**src/rtl/rv_sched_pkg.sv**
```systemverilog
// Shared types and header helpers for the ready-valid channel scheduler.
// Header byte: bit 7 = direction (1 = host->device), bits 6:4 = 0, bits 3:0 = channel id.
package rv_sched_pkg;

  typedef enum logic [1:0] {R_IDLE, R_HDR, R_DATA} read_state_e;
  typedef enum logic       {W_HDR, W_DATA}         write_state_e;

  localparam int HDR_DIR_BIT = 7;
  localparam int CH_ID_WIDTH = 4;

  function automatic logic [7:0] make_header(input logic dir,
                                             input logic [CH_ID_WIDTH-1:0] id);
    logic [7:0] hdr;
    hdr              = {4'b0000, id};
    hdr[HDR_DIR_BIT] = dir;
    return hdr;
  endfunction

endpackage

```
**src/rtl/rr_arbiter.sv**
```systemverilog
// Combinational round-robin arbiter: one-hot grant to the first requester
// strictly above last_grant, wrapping to the lowest requester otherwise.
module rr_arbiter
  import rv_sched_pkg::*;
#(
  parameter int NUM_CH = 4
) (
  input  logic [NUM_CH-1:0]      req,
  input  logic [CH_ID_WIDTH-1:0] last_grant,
  output logic [NUM_CH-1:0]      grant
);

  logic [NUM_CH-1:0] above_mask;
  logic [NUM_CH-1:0] req_hi;

  always_comb begin
    above_mask = '0;
    for (int j = 0; j < NUM_CH; j++) begin
      above_mask[j] = (CH_ID_WIDTH'(j) > last_grant);
    end
  end

  assign req_hi = req & above_mask;

  // Isolate the lowest set bit; fall back to the unmasked vector on wrap.
  always_comb begin
    if (|req_hi) begin
      grant = req_hi & (~req_hi + NUM_CH'(1));
    end else begin
      grant = req & (~req + NUM_CH'(1));
    end
  end

endmodule

```
**src/rtl/rv_channel_scheduler.sv**
```systemverilog
// Shares one byte-wide ready-valid register interface between NUM_CH channels:
// a round-robin read serialiser and an independent host-write frame parser.
module rv_channel_scheduler
  import rv_sched_pkg::*;
#(
  parameter int NUM_CH = 4,
  parameter int BYTES  = 4
) (
  input  logic                      CLK_I,
  input  logic                      RST_NI,
  input  logic [NUM_CH-1:0]         CH_REQ_I,
  input  logic [NUM_CH*8*BYTES-1:0] CH_DATA_I,
  output logic [NUM_CH-1:0]         CH_ACK_O,
  output logic [8*BYTES-1:0]        CH_WDATA_O,
  output logic [NUM_CH-1:0]         CH_WVALID_O,
  output logic                      ERR_O,
  output logic                      RV_READ_ENABLE_O,
  output logic                      RV_CHANGE_O,
  output logic [7:0]                RV_DATA_O,
  input  logic                      RV_READ_I,
  output logic                      RV_WRITE_ENABLE_O,
  input  logic                      RV_UPDATE_I,
  input  logic [7:0]                RV_DATA_I
);

  localparam int                WORD_W   = 8 * BYTES;
  localparam int                IDX_W    = $clog2(BYTES + 1);
  localparam logic [IDX_W-1:0]  LAST_IDX = IDX_W'(BYTES - 1);

  read_state_e             rd_state_q, rd_state_d;
  logic [NUM_CH-1:0]       grant_oh_q, grant_oh_d;
  logic [CH_ID_WIDTH-1:0]  grant_id_q, grant_id_d;
  logic [CH_ID_WIDTH-1:0]  last_grant_q, last_grant_d;
  logic [IDX_W-1:0]        rd_idx_q, rd_idx_d, rd_idx_inc;
  logic [7:0]              rv_data_d, rd_next_byte;
  logic                    rv_change_d;
  logic [NUM_CH-1:0]       ack_d;
  logic [NUM_CH-1:0]       arb_grant;
  logic [CH_ID_WIDTH-1:0]  arb_id;
  logic [WORD_W-1:0]       snap_sel, snap_q;
  logic                    snap_load;

  write_state_e            wr_state_q, wr_state_d;
  logic [CH_ID_WIDTH-1:0]  wr_id_q, wr_id_d;
  logic [IDX_W-1:0]        wr_idx_q, wr_idx_d;
  logic [WORD_W-1:0]       wbuf_q, wbuf_merged, wdata_d;
  logic                    wbuf_we;
  logic [NUM_CH-1:0]       wvalid_d, wr_id_oh;
  logic                    err_d;
  logic                    hdr_id_ok;

  rr_arbiter #(.NUM_CH(NUM_CH)) u_arb (
    .req        (CH_REQ_I),
    .last_grant (last_grant_q),
    .grant      (arb_grant)
  );

  always_comb begin
    arb_id   = '0;
    snap_sel = '0;
    for (int j = 0; j < NUM_CH; j++) begin
      if (arb_grant[j]) begin
        arb_id   = CH_ID_WIDTH'(j);
        snap_sel = CH_DATA_I[j*WORD_W +: WORD_W];
      end
    end
  end

  assign rd_idx_inc = rd_idx_q + IDX_W'(1);

  always_comb begin
    rd_next_byte = '0;
    for (int b = 0; b < BYTES; b++) begin
      if (rd_idx_inc == IDX_W'(b)) rd_next_byte = snap_q[b*8 +: 8];
    end
  end

  always_comb begin
    rd_state_d   = rd_state_q;
    grant_oh_d   = grant_oh_q;
    grant_id_d   = grant_id_q;
    last_grant_d = last_grant_q;
    rd_idx_d     = rd_idx_q;
    rv_data_d    = RV_DATA_O;
    rv_change_d  = 1'b0;
    ack_d        = '0;
    snap_load    = 1'b0;
    case (rd_state_q)
      R_IDLE: begin
        if (|CH_REQ_I) begin
          rd_state_d  = R_HDR;
          grant_oh_d  = arb_grant;
          grant_id_d  = arb_id;
          snap_load   = 1'b1;
          rv_data_d   = make_header(1'b0, arb_id);
          rv_change_d = 1'b1;
        end
      end
      R_HDR: begin
        if (RV_READ_I) begin
          rd_state_d  = R_DATA;
          rd_idx_d    = '0;
          rv_data_d   = snap_q[7:0];
          rv_change_d = 1'b1;
        end
      end
      R_DATA: begin
        if (RV_READ_I) begin
          if (rd_idx_q == LAST_IDX) begin
            rd_state_d   = R_IDLE;
            ack_d        = grant_oh_q;
            last_grant_d = grant_id_q;
          end else begin
            rd_idx_d    = rd_idx_inc;
            rv_data_d   = rd_next_byte;
            rv_change_d = 1'b1;
          end
        end
      end
      default: rd_state_d = R_IDLE;
    endcase
  end

  always_ff @(posedge CLK_I or negedge RST_NI) begin
    if (!RST_NI) begin
      rd_state_q   <= R_IDLE;
      grant_oh_q   <= '0;
      grant_id_q   <= '0;
      last_grant_q <= CH_ID_WIDTH'(NUM_CH - 1);
      rd_idx_q     <= '0;
      RV_DATA_O    <= '0;
      RV_CHANGE_O  <= 1'b0;
      CH_ACK_O     <= '0;
    end else begin
      rd_state_q   <= rd_state_d;
      grant_oh_q   <= grant_oh_d;
      grant_id_q   <= grant_id_d;
      last_grant_q <= last_grant_d;
      rd_idx_q     <= rd_idx_d;
      RV_DATA_O    <= rv_data_d;
      RV_CHANGE_O  <= rv_change_d;
      CH_ACK_O     <= ack_d;
    end
  end

  // The snapshot decouples the frame from later changes on CH_DATA_I.
  always_ff @(posedge CLK_I) begin
    if (snap_load) snap_q <= snap_sel;
  end

  assign RV_READ_ENABLE_O = (rd_state_q != R_IDLE);

  assign hdr_id_ok = ({1'b0, RV_DATA_I[CH_ID_WIDTH-1:0]} < (CH_ID_WIDTH + 1)'(NUM_CH));

  always_comb begin
    wbuf_merged = wbuf_q;
    for (int b = 0; b < BYTES; b++) begin
      if (wr_idx_q == IDX_W'(b)) wbuf_merged[b*8 +: 8] = RV_DATA_I;
    end
  end

  always_comb begin
    wr_id_oh = '0;
    for (int j = 0; j < NUM_CH; j++) begin
      wr_id_oh[j] = (wr_id_q == CH_ID_WIDTH'(j));
    end
  end

  always_comb begin
    wr_state_d = wr_state_q;
    wr_id_d    = wr_id_q;
    wr_idx_d   = wr_idx_q;
    wdata_d    = CH_WDATA_O;
    wvalid_d   = '0;
    err_d      = 1'b0;
    wbuf_we    = 1'b0;
    case (wr_state_q)
      W_HDR: begin
        if (RV_UPDATE_I) begin
          if (RV_DATA_I[HDR_DIR_BIT] && hdr_id_ok) begin
            wr_state_d = W_DATA;
            wr_id_d    = RV_DATA_I[CH_ID_WIDTH-1:0];
            wr_idx_d   = '0;
          end else begin
            err_d = 1'b1;
          end
        end
      end
      W_DATA: begin
        if (RV_UPDATE_I) begin
          wbuf_we = 1'b1;
          if (wr_idx_q == LAST_IDX) begin
            wr_state_d = W_HDR;
            wdata_d    = wbuf_merged;
            wvalid_d   = wr_id_oh;
          end else begin
            wr_idx_d = wr_idx_q + IDX_W'(1);
          end
        end
      end
      default: wr_state_d = W_HDR;
    endcase
  end

  always_ff @(posedge CLK_I or negedge RST_NI) begin
    if (!RST_NI) begin
      wr_state_q        <= W_HDR;
      wr_id_q           <= '0;
      wr_idx_q          <= '0;
      CH_WDATA_O        <= '0;
      CH_WVALID_O       <= '0;
      ERR_O             <= 1'b0;
      RV_WRITE_ENABLE_O <= 1'b0;
    end else begin
      wr_state_q        <= wr_state_d;
      wr_id_q           <= wr_id_d;
      wr_idx_q          <= wr_idx_d;
      CH_WDATA_O        <= wdata_d;
      CH_WVALID_O       <= wvalid_d;
      ERR_O             <= err_d;
      RV_WRITE_ENABLE_O <= 1'b1;
    end
  end

  always_ff @(posedge CLK_I) begin
    if (wbuf_we) wbuf_q <= wbuf_merged;
  end

endmodule

```
**config.mk**
```make
export PLATFORM = sky130hd
export DESIGN_NAME = rv_channel_scheduler
export DESIGN_NICKNAME = d
export VERILOG_FILES = /design/src/rtl/rv_sched_pkg.sv /design/src/rtl/rr_arbiter.sv /design/src/rtl/rv_channel_scheduler.sv
export SDC_FILE = /design/constraint.sdc
export NUM_CORES = 1
export LEC_CHECK = 0
export ABC_AREA = 1
export BUFFER_PORTS_ARGS = -buffer_cell sky130_fd_sc_hd__clkbuf_2
export CORE_MARGIN = 4
export CORE_UTILIZATION = 45
export CTS_CLUSTER_DIAMETER = 200
export CTS_CLUSTER_SIZE = 28
export DETAILED_ROUTE_END_ITERATION = 7
export HOLD_SLACK_MARGIN = 0.03
export PLACE_DENSITY = 0.68
export SETUP_SLACK_MARGIN = 0.4
export SYNTH_ARGS = -nofsm -noshare
export SYNTH_HDL_FRONTEND = slang
export SYNTH_SLANG_ARGS = --single-unit
```
**constraint.sdc**
```tcl
create_clock -name CLK_I -period 3.66 [get_ports CLK_I]
set_input_delay 0.183 -clock CLK_I [delete_from_list [all_inputs] [get_ports CLK_I]]
set_output_delay 0.183 -clock CLK_I [all_outputs]
set_load 0.005 [all_outputs]
```
==> flow_results.org, run 1 <==
** Drt
- Drt initial violations :: 413
- After detailed routing, the number of remaining DRC violations is 0.
- Routed vias :: 5721
- In the final routed layout, each cell accounts on average for 13.84 µm.
- Via/cell ratio :: 4.865
- The first detailed-routing pass took 5 iterations.
- The final layout contains routed wiring with a total length of 16280 µm.
- Antenna violation net count after detailed routing :: 0

** Clock tree
- Number of resized instances in the post-cts repair step :: 0
- The clock passes through at most 2 buffers.
- The number of clock buffers added by TritonCTS is 17.
- Clock latency on the worst-skew pair :: 0.43 ns
- TritonCTS built the clock tree.
- Clock transition at the registers of the reported paths :: 0.05 ns
- The H-tree generated during clock tree synthesis spans 4 levels.
- CTS Root Cell :: clkbuf_16
- Clk sinks :: 136

** Timing
- Setup repair after global routing missed its margin :: false
- Derived from the worst setup path, the maximum achievable clock frequency is 448.4 MHz.
- Measured slew at the worst slew-check pin :: 1.199 ns
- Post-layout minimum cycle time :: 2.230 ns
- The final hold violation count came to 0.
- Dividing the final minimum period by the clock period gives 0.6093.
- The worst pin sits at a relative slew slack of 0.1984.
- The max-slew violation total from the final report is 0.
- For the final routed database, the setup TNS stands at 0 ns.
- Clock skew on the completed layout was measured at 0.01144 ns.
- Setup-failing EPs final :: 0

** Job
- Across the run, the number of max-cap violations was 0.

** Layout
- Relative to the synthesized area, the layout overhead comes to 26.49%.
- Count of placed standard cells in the final layout, fillers left out :: 1176
- Leading cell type in the layout, fill and taps excluded :: nand2_1
- In the layout the commonest cells are nand2_1 (364), clkbuf_2 (194), dfrtp_1 (70), edfxtp_1 (64), inv_1 (53).
- Summed area of non-filler cells in the final layout :: 8443 µm²
- The net count of the finished layout is 1141.
- The repair_antennas step left the layout with diodes totalling 0.
- Proportion of layout cells with a drive suffix above 1 :: 0.2500

** Placed design
- Total half-perimeter wirelength after legalization and detailed placement :: 11820 µm
- Final GP Congestion :: 0.8387
- Count of port buffers added during placement :: 195
- Once placement completed, the tool counted placed cells totaling 1137.
- Placed Instance Area :: 7725 µm²

** Global routing
- In the global route stage, overall resource usage came out at 0.1995.
- Number of global-route vias before repair :: 5571
- After global routing the overflow that remains totals 0.
- Entering global routing, the biggest net connects 73 pins.
- The first global-routing pass estimated 26420 µm of wire.
- Antenna violations before repair :: 0

** Setup path
- The critical path goes through nor2_2 -> nand2_2 -> inv_2 -> nor3_4 -> buf_4 -> nand2_1 -> o21ai_0.
- STA classifies the critical path startpoint as a flip-flop.
- At the worst endpoint, the required time is 4.00 ns.
- Data on the critical path arrives at its endpoint at 2.57 ns.
- Together, buffers and inverters on the worst path number 2.
- Longest individual stage delay on the worst path :: 0.94 ns
- The slowest stage of the critical path belongs to the cell nor3_4.
- The kind of cell with the highest combined delay along the critical path is simple AND/OR/NAND/NOR gates.
- Of all nets on the critical path, the largest fanout is 33.
- Critical Setup Path Class :: reg2reg
- STA classifies the critical path endpoint as a flip-flop.

** Yosys
- By area, the combinational part of the netlist is dominated by simple AND/OR/NAND/NOR gates.
- The most used flip-flop cell after synthesis is dfrtp_1.
- In this run the mean area of a mapped cell was 8.525 µm².
- The fraction of the mapped netlist area in compound gates is 0.05548.
- The portion of synthesized area spent on multiplexers is 0.
- Synthesis Warnings :: 0
- By area the synthesized netlist is led by edfxtp_1 (29%), dfrtp_1 (26%), nand2_1 (20%).
- Synth Register Bits :: 136
- Fraction of the mapped netlist area in simple logic gates :: 0.2917
- Post-synthesis adder-cell area fraction :: 0.03374
- Of the total synthesized cell area, the portion taken by XOR and XNOR cells is 0.
- Yosys mapped a number of flops with a built-in enable equal to 64.
- Sequential share of the synthesized area :: 0.5582
- Area fraction of the dominant cell type after synthesis :: 0.2879
- Fraction of registers with async set or reset after synthesis :: 0.5294
- After synthesis, the netlist uses 30 different library cells.
- Synthesis produced a netlist with a net count of 945.
- The biggest area contributor in the post-synthesis netlist is edfxtp_1.
- In this run the cell area of the synthesized design comes to 6675 µm².
- Number of instances in the synthesized netlist :: 783

** Power
- Leakage dissipation :: 4.278 nW
- Peak VDD IR :: 385.2 µV
- Power spread over the standard cell area amounts to 787.5 nW/µm².

** Worst hold path
- The worst hold path belongs to the class in2reg.

** Floorplan
- The die covers 16850 µm².
- Standard-cell row count :: 44
- Top Ports :: 196
- Area of the core region :: 14530 µm²
- The die is 129.8 µm wide.
- Measured along the y axis, the die boundary spans 129.8 µm.
- For this configuration, the core starts out at a cell density of 0.4593.

** Status
- Outcome :: finished clean
==> tightest hold or removal path: stages <==
cell and delay (ns):
clkbuf_2 0.07, nand2_1 0.04, nand4_1 0.06
==> cells in the mapped netlist (2+ instances only) <==
library cell / number
a21oi_1: 9
buf_2: 10
buf_4: 5
buf_6: 6
clkbuf_1: 7
dfrtp_1: 70
dfstp_2: 2
edfxtp_1: 64
ha_1: 18
inv_1: 53
inv_2: 3
nand2_1: 364
nand2_2: 7
nand3_1: 24
nand4_1: 33
nor2_1: 39
nor2_2: 4
o211ai_1: 6
o21ai_0: 47
o22ai_1: 2
==> registers in the layout, summed over array words and instances (netlist names), 2 cells and up <==
name / flops
last_grant_q: 2
wr_idx_q: 3
CH_WDATA_O: 32
CH_ACK_O: 4
grant_oh_q: 4
wbuf_q: 32
wr_id_q: 4
snap_q: 32
grant_id_q: 2
rd_idx_q: 3
rd_state_q: 2
CH_WVALID_O: 4
RV_DATA_O: 8
==> path summary, 6_finish.rpt <==
kind / startpoint / endpoint / slack [ns] / cells past startpoint
max: last_grant_q[1]$_DFFE_PN1P_ / grant_oh_q[0]$_DFFE_PN0P_ / 1.43 / 7
min in group asynchronous: RST_NI / CH_WDATA_O[25]$_DFFE_PN0P_ / 0.46 / 2
max reg2reg: last_grant_q[1]$_DFFE_PN1P_ / grant_oh_q[0]$_DFFE_PN0P_ / 1.43 / 7
min reg2reg: CH_WDATA_O[2]$_DFFE_PN0P_ / CH_WDATA_O[2]$_DFFE_PN0P_ / 0.48 / 2
min: CH_DATA_I[21] / snap_q[21]$_DFFE_PP_ / 0.04 / 3
max in group asynchronous: RST_NI / RV_DATA_O[4]$_DFFE_PN0P_ / 2.59 / 2
==> power breakdown <==
part / internal (mW) / switching (mW) / total [mW]
Combinational: 0.772 / 1.43 / 2.20
Sequential: 2.33 / 0.271 / 2.60
Clock: 1.21 / 0.636 / 1.85
Total: 4.31 / 2.33 / 6.65
==> area by class of cell <==
class / instances / area, µm²
inverter: 57 / 214.0
timing repair buffer: 206 / 1079
tap: 184 / 230.2
fill: 1338 / 6091
clock buffer: 21 / 481.7
multi-input combinational: 561 / 2546
clock inverter: 11 / 166.4
sequential: 136 / 3726
==> metrics by stage <==
stage,hold slack [ns],setup slack (ns),power (mW),utilization
floorplan,-0.1126,1.704,4.107,-
global placement,0.3814,1.456,4.772,0.5315
detailed placement,0.3940,1.420,4.835,0.5315
CTS,0.03039,1.393,6.717,0.5809
global route,0.04627,1.205,7.173,0.5809
finish,0.04213,1.430,6.649,0.5809
==> metal layers <==
layer | part of all wire | wire [µm] | vias up | global-route usage
li1 | - | - | 2921 | -
met1 | 0.41 | 6610 | 2567 | 0.2376
met2 | 0.51 | 8223 | 202 | 0.3482
met3 | 0.065 | 1066 | 31 | 0.05444
met4 | 0.023 | 380 | 0 | 0.07029
met5 | 0 | 0 | - | 0
==> kinds of logic after synthesis <==
family / count (synthesis)
AOI/OAI and AO/OA: 67
and+or+nand+nor: 475
buffers and inverters: 86
DFF: 136
other: 1
adders and majority gates: 18
==> repair_timing <==
item / in CTS / in global routing
hold buffers: 7 / 0
buffers inserted: 0 / 0
hold endpoints to repair: 76 / 0
No activity file was read; power rests on OpenSTA's default activity.
==> inputs of run 2 (changes only) <==
- clock period: 3.66 -> 2.2 ns (I/O delays scaled with it)
==> flow_results.org, run 2 (synthesis results as in run 1) <==
** Status
- Outcome: finished clean (unchanged).

** Placed design
- The detailed placement HPWL came to 12000 µm (was 11820 µm).
- Final GP Congestion :: 0.8244 (was 0.8387)
- The placed cell area came to 7789 µm² (was 7725 µm²).
- The number of buffers added on ports came to 195 (unchanged).

** Setup path
- The register-to-register setup slack is 0.46 ns (was 1.43 ns).
- Critical Setup Path Class :: reg2reg (unchanged)
- The nature of the critical path startpoint is a flip-flop (unchanged).
- The arrival time reported for the critical path endpoint was 2.10 ns (was 2.57 ns).
- Endpoint required time on the critical path :: 2.56 ns (was 4.00 ns)
- The kind of end point of the critical path was a flip-flop (unchanged).
- The highest net fanout along the worst path came to 6 (was 33).

** Layout
- The layout overhead on the synthesized area is 46.71% (was 26.49%).
- The final design area excluding fillers was 9793 µm² (was 8443 µm²).
- Top library cells by usage in the layout, fill and taps aside: nand2_1 (358), clkbuf_2 (194), dlygate4sd3_1 (125), dfrtp_1 (68), edfxtp_1 (64) (was nand2_1 (364), clkbuf_2 (194), dfrtp_1 (70), edfxtp_1 (64), inv_1 (53)).
- Final net count :: 1272 (was 1141)
- Final core utilization :: 0.6738 (was 0.5809)
- The share of cells above drive strength 1 came to 0.2476 (was 0.2500).
- Regs by FF count :: CH_WDATA_O: 32 flops, snap_q: 32 flops, wbuf_q: 32 flops (unchanged)
- Leading cell type in the layout, fill and taps excluded :: nand2_1 (unchanged)

** Drt
- Wire length on met3 :: 1579 µm (was 1066 µm)
- Total wire length :: 20350 µm (was 16280 µm)
- Via/cell ratio :: 5.082 (was 4.865)
- Initial DRT Pass Iterations :: 5 (unchanged)
- The DRC violation count after routing is 0 (unchanged).
- Post-detailed-route wirelength per cell :: 15.55 µm (was 13.84 µm)
- Routed vias :: 6652 (was 5721)
- The top metal layer carrying routed signals is met4 (unchanged).
- Metal2 WL :: 10180 µm (was 8223 µm)
- The number of DRC markers after the initial detailed-route iteration came to 617 (was 413).
- Met1 layer wirelength in the final routing :: 7849 µm (was 6610 µm)
- Antenna violation net count after detailed routing :: 0 (unchanged)

** Global routing
- The global-route wire length before repair came to 32850 µm (was 26420 µm).
- Number of global-route vias before repair :: 6678 (was 5571)
- The total congestion overflow was 0 (unchanged).
- The largest net degree at the start of global routing was 73 (unchanged).
- The total global-route track usage was 0.2468 (was 0.1995).
- Antenna violations before repair :: 0 (unchanged)

** Clock tree
- H-tree depth reported by CTS :: 4 (unchanged)
- Worst-case clock buffer depth :: 2 (unchanged)
- The number of CTS-inserted buffers is 17 (unchanged).
- The buffer type at the clock tree root is clkbuf_16 (unchanged).
- The CTS sink count came to 136 (unchanged).
- CTS tree :: yes (unchanged)
- The source-to-sink clock delay at the later pin of the worst-skew pair came to 0.42 ns (was 0.43 ns).
- The clock-pin slew on the worst setup and hold paths is 0.06 ns (was 0.05 ns).

** Timing
- Number of max-slew violations in the final report :: 0 (unchanged)
- Setup repair after global routing missed its margin :: true (was false)
- Post-layout minimum cycle time :: 1.744 ns (was 2.230 ns)
- The highest attainable clock frequency came to 573.3 MHz (was 448.4 MHz).
- Post-route clock period utilization :: 0.7929 (was 0.6093)
- The worst-margin pin slew was 0.9430 ns (was 1.199 ns).
- The aggregate negative setup slack came to 0 ns (unchanged).
- The final-report setup violation count was 0 (unchanged).
- The setup skew after layout came to 0.005046 ns (was 0.01144 ns).
- The relative max-transition margin came to 0.3713 (was 0.1984).
- Worst hold margin :: 0.04840 ns (was 0.04213 ns)
- Final-report hold violation count :: 0 (unchanged)

** Job
- Maxcap violations :: 0 (unchanged)

** Power
- The power density over cell area was 1165 nW/µm² (was 787.5 nW/µm²).
- Peak VDD IR :: 666.4 µV (was 385.2 µV)
- The total design power was 11.41 mW (was 6.649 mW).
- Leakage dissipation :: 4.813 nW (was 4.278 nW)

** Floorplan
- Starting Density :: 0.4593 (unchanged)
- Die area :: 16850 µm² (unchanged)
- Top Ports :: 196 (unchanged)
- The die width is 129.8 µm (unchanged).
- The die height was 129.8 µm (unchanged).
- The cell row count was 44 (unchanged).
- Area of the core region :: 14530 µm² (unchanged)

** Worst hold path
- Hold/Removal Path Class :: in2reg (unchanged)
-- run 2: worst paths after layout --
check                                     startpoint                         to  cells after the start
setup / recovery             rd_idx_q[0]$_DFFE_PN0P_   RV_DATA_O[6]$_DFFE_PN0P_                     10
hold / removal                         CH_DATA_I[56]       snap_q[24]$_DFFE_PP_                      3
setup reg to reg             rd_idx_q[0]$_DFFE_PN0P_   RV_DATA_O[6]$_DFFE_PN0P_                     10
hold reg to reg            CH_WDATA_O[6]$_DFFE_PN0P_  CH_WDATA_O[6]$_DFFE_PN0P_                      2
max in group asynchronous                     RST_NI  rd_state_q[0]$_DFFE_PN0P_                      2
min in group asynchronous                     RST_NI   CH_WVALID_O[1]$_DFF_PN0_                      2
-- run 2: layer usage --
metal | up-vias | GRT usage
met1 | 3030 | 0.2939
met2 | 353 | 0.4192
met3 | 81 | 0.06345
met5 | - | 0
li1 | 3188 | -
met4 | 0 | 0.1155
-- run 2: through the flow --
stage          instances  worst slack (ns)
2_1_floorplan        783            0.4404
3_3_place_gp        1143            0.3084
3_5_place_dp        1143            0.2359
4_1_cts             1302            0.4360
5_1_grt             1307            0.3324
6_report            1309            0.4556
-- run 2: layout make-up --
class	instances	area (µm²)
diodes	2	5.005
multi-input cells	561	2609
inverters	57	225.2
repair buffers	337	2394
clock buffers	22	485.5
clock inverters	10	116.4
flip-flops and latches	136	3729
fillers	1104	4741
well taps	184	230.2
-- run 2: worst max-delay path, cell delays in order (launching register included) --
cell     delay [ns]
dfrtp_2        0.43
ha_4           0.18
ha_4           0.16
nand2_2        0.08
inv_2          0.04
or2_0          0.21
nor2_1         0.13
nand2_2        0.13
nor2_4         0.20
nand2_1        0.08
nand2_1        0.06
-- run 2: what timing repair did --
item                       CTS  global route
setup endpoints to repair   40            58
setup buffers                2             5
pin swaps                    2            11
hold buffers               125             0
gates resized for setup      8            16
hold endpoints to repair   108             0
-- run 2: where the power goes --
group	switching (mW)	total [mW]	leakage, nW	internal [mW]
Combinational	2.58	4.23	2.99	1.66
Sequential	0.453	4.33	1.53	3.87
Clock	1.05	2.85	0.292	1.80
